## config.mk

```make
export PLATFORM = sky130hd
export DESIGN_NAME = pipe_stage_buffer_flat
export DESIGN_NICKNAME = d
export VERILOG_FILES = /design/src/rtl/pipe_stage_buffer_if.sv /design/src/rtl/pipe_stage_buffer.sv /design/src/flat_wrapper.sv
export SDC_FILE = /design/constraint.sdc
export NUM_CORES = 1
export LEC_CHECK = 0
export CAP_MARGIN = 10
export CORE_MARGIN = 2
export CORE_UTILIZATION = 35
export CTS_CLUSTER_SIZE = 10
export DETAILED_ROUTE_END_ITERATION = 12
export PLACE_DENSITY = 0.56
export REMOVE_ABC_BUFFERS = 1
export SLEW_MARGIN = 5
export SYNTH_ARGS = -nofsm -noshare
export SYNTH_HDL_FRONTEND = slang
export SYNTH_SLANG_ARGS = --single-unit
export TNS_END_PERCENT = 20
```

## constraint.sdc

```tcl
create_clock -name clk_i -period 4.45 [get_ports clk_i]
set_clock_uncertainty 0.2 [all_clocks]
set_input_delay 0.89 -clock clk_i [delete_from_list [all_inputs] [get_ports clk_i]]
set_output_delay 0.89 -clock clk_i [all_outputs]
set_load 0.01 [all_outputs]
```

## src/rtl/pipe_stage_buffer_if.sv

```systemverilog
// Handshake/bus bundle between two pipeline stages.
// master = upstream/downstream environment, slave = the stage buffer.
interface pipe_stage_buffer_if #(
  parameter int CTRL_W = 12,
  parameter int DATA_W = 149
);
  logic              flush_i;
  logic              valid_i;
  logic              ready_o;
  logic [CTRL_W-1:0] ctrl_i;
  logic [DATA_W-1:0] data_i;
  logic              valid_o;
  logic              ready_i;
  logic [CTRL_W-1:0] ctrl_o;
  logic [DATA_W-1:0] data_o;
  logic [1:0]        count_o;

  modport master (
    output flush_i, valid_i, ctrl_i, data_i, ready_i,
    input  ready_o, valid_o, ctrl_o, data_o, count_o
  );

  modport slave (
    input  flush_i, valid_i, ctrl_i, data_i, ready_i,
    output ready_o, valid_o, ctrl_o, data_o, count_o
  );
endinterface

```

## src/rtl/pipe_stage_buffer.sv

```systemverilog
// Pipeline stage register with valid/ready handshake, flush with bubble
// insertion and an optional 2-entry skid buffer (registered ready_o).
// CTRL_W/DATA_W must match the widths of the connected interface instance.
module pipe_stage_buffer #(
  parameter int CTRL_W  = 12,
  parameter int DATA_W  = 149,
  parameter bit SKID_EN = 1'b1
) (
  input  logic              clk_i,
  input  logic              rst_ni,
  pipe_stage_buffer_if.slave bus
);

  // Main register: always drives the downstream outputs.
  logic              mainValid;
  logic [CTRL_W-1:0] mainCtrl;
  logic [DATA_W-1:0] mainData;

  logic acc;  // upstream handshake completes this cycle
  logic rel;  // downstream handshake completes this cycle

  assign acc = bus.valid_i & bus.ready_o;
  assign rel = mainValid & bus.ready_i;

  assign bus.valid_o = mainValid;
  assign bus.ctrl_o  = mainCtrl;
  assign bus.data_o  = mainData;

  generate
    if (SKID_EN) begin : genSkid
      // State doubles as the occupancy count; Two means the skid slot is full.
      typedef enum logic [1:0] {
        Empty = 2'd0,
        One   = 2'd1,
        Two   = 2'd2
      } state_t;

      state_t            state;
      logic              readyQ;   // kept equal to "skid slot empty"
      logic [CTRL_W-1:0] skidCtrl;
      logic [DATA_W-1:0] skidData;

      // ready_o comes straight from a flop, so ready_i never reaches it.
      assign bus.ready_o = readyQ;
      assign bus.count_o = state;

      // Occupancy FSM moving entries between input, skid and main registers.
      always_ff @(posedge clk_i) begin
        if (!rst_ni) begin
          state     <= Empty;
          readyQ    <= 1'b1;
          mainValid <= 1'b0;
          mainCtrl  <= '0;
          mainData  <= '0;
          skidCtrl  <= '0;
          skidData  <= '0;
        end else if (bus.flush_i) begin
          // Drop everything, including an entry offered this cycle; data is held.
          state     <= Empty;
          readyQ    <= 1'b1;
          mainValid <= 1'b0;
          mainCtrl  <= '0;
        end else begin
          case (state)
            Empty: begin
              if (acc) begin
                mainValid <= 1'b1;
                mainCtrl  <= bus.ctrl_i;
                mainData  <= bus.data_i;
                state     <= One;
              end
            end
            One: begin
              if (acc && rel) begin
                mainCtrl <= bus.ctrl_i;
                mainData <= bus.data_i;
              end else if (acc) begin
                // Downstream stalled: park the new entry behind the main one.
                skidCtrl <= bus.ctrl_i;
                skidData <= bus.data_i;
                state    <= Two;
                readyQ   <= 1'b0;
              end else if (rel) begin
                // Entry left with nothing behind it: insert an inert bubble.
                mainValid <= 1'b0;
                mainCtrl  <= '0;
                state     <= Empty;
              end
            end
            Two: begin
              if (rel) begin
                mainCtrl <= skidCtrl;
                mainData <= skidData;
                state    <= One;
                readyQ   <= 1'b1;
              end
            end
            default: begin
              state     <= Empty;
              readyQ    <= 1'b1;
              mainValid <= 1'b0;
              mainCtrl  <= '0;
            end
          endcase
        end
      end
    end else begin : genDirect
      // Accept whenever the held entry leaves this cycle or there is none.
      assign bus.ready_o = bus.ready_i | ~mainValid;
      assign bus.count_o = {1'b0, mainValid};

      // Single register: load on accept, bubble when the entry leaves unreplaced.
      always_ff @(posedge clk_i) begin
        if (!rst_ni) begin
          mainValid <= 1'b0;
          mainCtrl  <= '0;
          mainData  <= '0;
        end else if (bus.flush_i) begin
          mainValid <= 1'b0;
          mainCtrl  <= '0;
        end else if (acc) begin
          mainValid <= 1'b1;
          mainCtrl  <= bus.ctrl_i;
          mainData  <= bus.data_i;
        end else if (rel) begin
          mainValid <= 1'b0;
          mainCtrl  <= '0;
        end
      end
    end
  endgenerate

endmodule

```

## src/flat_wrapper.sv

```systemverilog
// flat-port wrapper written by rule: the top's interface ports become plain ports
module pipe_stage_buffer_flat 
#(
  parameter int CTRL_W  = 12,
  parameter int DATA_W  = 149,
  parameter bit SKID_EN = 1'b1
)
  (clk_i, rst_ni, bus_flush_i, bus_valid_i, bus_ctrl_i, bus_data_i, bus_ready_i, bus_ready_o, bus_valid_o, bus_ctrl_o, bus_data_o, bus_count_o);
  pipe_stage_buffer_if #(.CTRL_W(CTRL_W), .DATA_W(DATA_W)) bus_i ();
  input  logic clk_i;
  input  logic rst_ni;
  input wire logic [$bits(bus_i.flush_i)-1:0] bus_flush_i;
  input wire logic [$bits(bus_i.valid_i)-1:0] bus_valid_i;
  input wire logic [$bits(bus_i.ctrl_i)-1:0] bus_ctrl_i;
  input wire logic [$bits(bus_i.data_i)-1:0] bus_data_i;
  input wire logic [$bits(bus_i.ready_i)-1:0] bus_ready_i;
  output wire logic [$bits(bus_i.ready_o)-1:0] bus_ready_o;
  output wire logic [$bits(bus_i.valid_o)-1:0] bus_valid_o;
  output wire logic [$bits(bus_i.ctrl_o)-1:0] bus_ctrl_o;
  output wire logic [$bits(bus_i.data_o)-1:0] bus_data_o;
  output wire logic [$bits(bus_i.count_o)-1:0] bus_count_o;
  assign bus_i.flush_i = bus_flush_i;
  assign bus_i.valid_i = bus_valid_i;
  assign bus_i.ctrl_i = bus_ctrl_i;
  assign bus_i.data_i = bus_data_i;
  assign bus_i.ready_i = bus_ready_i;
  assign bus_ready_o = bus_i.ready_o;
  assign bus_valid_o = bus_i.valid_o;
  assign bus_ctrl_o = bus_i.ctrl_o;
  assign bus_data_o = bus_i.data_o;
  assign bus_count_o = bus_i.count_o;
  pipe_stage_buffer #(.CTRL_W(CTRL_W), .DATA_W(DATA_W), .SKID_EN(SKID_EN)) u_core (.clk_i(clk_i), .rst_ni(rst_ni), .bus(bus_i));
endmodule
```

==> summary.md <==
| Metric | Value |
|---|---|
| Status | `complete, no violations` |
| Crit path DAT | `2.13 ns` |
| WL final | `between 30000 and 40000 microns` |
| RSZ-0062 raised after global routing | `false` |
| CTS tree | `yes` |
| Flop and latch count out of synthesis | `~330` |
| Commonest non-fill, non-tap cell in the layout | `nand2_1` |
| Total iterations of the first detailed-routing run | `4` |
| Final ANT Viol Nets | `0` |
| Tot Pwr | `~6.7 mW` |
| Final core occ | `between 40 and 50%` |
| Remaining Overflow, GRT | `0` |
| Post-route non-filler standard cell count | `2400` |
| Clock tree buffer depth | `3` |
| CTS HTree Levels | `2` |
| Worst path cell trace | `clkdlybuf4s50_1` |
| Fin. Hold Viols | `0` |
| Clock latency on the worst-skew pair | `0.54 ns` |
| Final net count | `2025` |
| Synth warnings | `0` |
| DRC viols | `0` |
| Ys flop type | `dfxtp_1` |
| Area leader, netlist | `dfxtp_1` |
| CP delay by family, top | `flip-flops` |
| Fraction of registers with async set/reset | `0%` |
| Setup slack after layout | `approximately 1.2 ns` |
| Setup CP Type | `flop to output pin` |
| Top post-synthesis cells by area | `dfxtp_1, nand2_1, mux2i_1, o211ai_1, nand2b_1` |
| Die ar. | `~0.042 sq mm` |
| Cts hold-fix bufs | `0` |
| EDFF count, synth | `0` |
| Slew headroom | `around 28%` |
| Pre-CTS WS | `1.00 ns` |
| Max Clk Rate | `~0.31 GHz` |
| Buf/Inv on CP | `1` |
| IO buf count | `330` |
| Worst-path clk slew | `about 0.060 ns` |
| Worst path max stage delay | `between 0.8 and 0.9 ns` |
| Postcts setup bufs | `0` |
| Synth Instances | `between 1500 and 2000` |
| Hold Crit Class | `flop to flop` |
| Crit start category | `flop` |
| Slew Limit Fails | `0` |
| Total Routing Usage GR | `a little under a fifth` |
| LEAKAGE | `6.57 nW` |
| CTS sink count | `approximately 330` |
| Most frequent cells in the layout | `nand2_1, clkdlybuf4s50_1, dfxtp_1, nand2b_1` |
| Root buffer cell | `clkbuf_16` |
| CP required | `3.36 ns` |
| Synth top area share | `~46%` |
| Vias | `approximately 12000` |
| Post-synthesis sequential area ratio | `between 40% and 50%` |
| Via density | `4.83` |
| Critical Path Fanout Max | `23` |
| # setup viols final | `0` |
| GPL Wtd Cong | `0.779` |
| Starting density of the core | `between 30% and 40%` |
| Die H | `205 microns` |
| Synthesized area | `0.0142 sq mm` |
| Dpl cells | `around 2300` |
| Synthesized area per cell | `8.85 sq um` |
| Slowest CP cell | `dfxtp_1` |
| Detailed Route Iter0 Violations | `579` |
| Row cnt | `73` |
| Layout cells sized above 1 | `3.79%` |
| Top-Level Pins | `~330` |
| Core area | `roughly 0.040 sq mm` |
| Die Wd | `205 microns` |
| CP Capture Type | `output pin` |
| Vias in the first global route | `around 11000` |
| First-pass GRT wire length | `~60000 microns` |
| Max cap viols | `0` |
| Filler instances | `about 3800` |
| WL/cell | `roughly 16 microns` |
| Largest net degree at the start of global routing | `157` |
| Antenna violations before repair | `2` |
| Dpl hpwl | `between 20000 and 25000 microns` |
| Yosys cell types | `32` |
| Period minus WS final | `approximately 3.2 ns` |
| Measured slew at the worst slew-check pin | `~1.1 ns` |
| Area Overhead vs Synth | `32.7%` |
| Power Density | `between 300 and 400 mW/mm^2` |
| CTS buffer count | `39` |
| Tcrit/Tclk final | `72.4%` |
| # resized after CTS | `0` |
| Peak VDD IR | `about 0.24 mV` |
-- Yosys cell counts (3+ instances only) --
cell       instances
a21oi_1            5
a22oi_1           12
nand2b_1         151
clkbuf_1          80
nand2_1          478
dfxtp_1          326
o2bb2ai_1         12
buf_1              4
o211ai_1         149
a21boi_1          91
a21boi_0          71
buf_6             23
buf_4              3
buf_2             31
mux2i_1          149
-- worst paths after layout --
check	startpoint	cells after the start	to	slack, ns
worst min register to register	u_core.genSkid.skidData[21]$_SDFFE_PN0P_	2	u_core.genSkid.skidData[21]$_SDFFE_PN0P_	0.25
worst max register to register	u_core.bus.count_o[1]$_SDFFE_PP0P_	5	u_core.genSkid.skidData[104]$_SDFFE_PN0P_	1.55
worst min-delay path	u_core.genSkid.skidData[21]$_SDFFE_PN0P_	2	u_core.genSkid.skidData[21]$_SDFFE_PN0P_	0.25
worst max-delay path	u_core.bus.count_o[1]$_SDFFE_PP0P_	1	bus_count_o[1]	1.23
-- registers in the layout, summed over array words and instances, names as in the netlist --
register	flops
u_core.bus.count_o	2
u_core.bus.ctrl_o	12
u_core.bus.ready_o	1
u_core.genSkid.skidCtrl	12
u_core.bus.data_o	149
u_core.genSkid.skidData	149
u_core.bus.valid_o	1
-- routing by layer --
metal	wire length [microns]	up-vias	global-route usage, %
met1	17500	5372	23.5
met3	2510	46	4.88
met2	17600	250	28.7
li1	-	5934	-
met5	0	-	0
met4	826	0	5.94
-- per-stage QoR --
stage | hold WS (ns) | instance area (sq um) | TNS (ns)
2_1_floorplan | 0.235 | 13500 | -1132.87
3_3_place_gp | 0.240 | 17800 | 0
3_5_place_dp | 0.245 | 17800 | 0
4_1_cts | 0.252 | 18800 | 0
5_1_grt | 0.266 | 18900 | 0
6_report | 0.250 | 18900 | 0
-- final cells by class --
class                      count  area, sq um  area share, %
tap                          525          657           3.48
clock buffer                  54         1080           5.75
inverter                       1         3.75         0.0199
sequential                   326         6530           34.6
antenna                        3         7.51         0.0398
timing repair buffer         353         3630           19.3
multi-input combinational   1138         6950           36.8
-- worst register-to-register path: stages (launching register included) --
cell	delay, ns
dfxtp_1	0.89
nand3b_1	0.33
or3_4	0.76
buf_12	0.33
nand2_1	0.14
a21boi_0	0.16
-- kinds of logic (layout without fill, tap and decap cells) --
logic type | after synthesis | in the layout | synth area share [%]
simple gates | 641 | 641 | 19.8
flops | 326 | 326 | 45.9
mux | 149 | 149 | 10.5
other cells | 0 | 3 | 0
buf+inv | 142 | 408 | 5.32
compound gates | 348 | 348 | 18.4
-- report_power, final --
group	total [mW]	internal [mW]	leakage (nW)	switching, mW
registers	3.08	3.02	2.65	0.0605
clock network	2.85	1.67	0.527	1.18
logic	0.800	0.449	3.40	0.351
No activity file was read; power rests on OpenSTA's default activity.
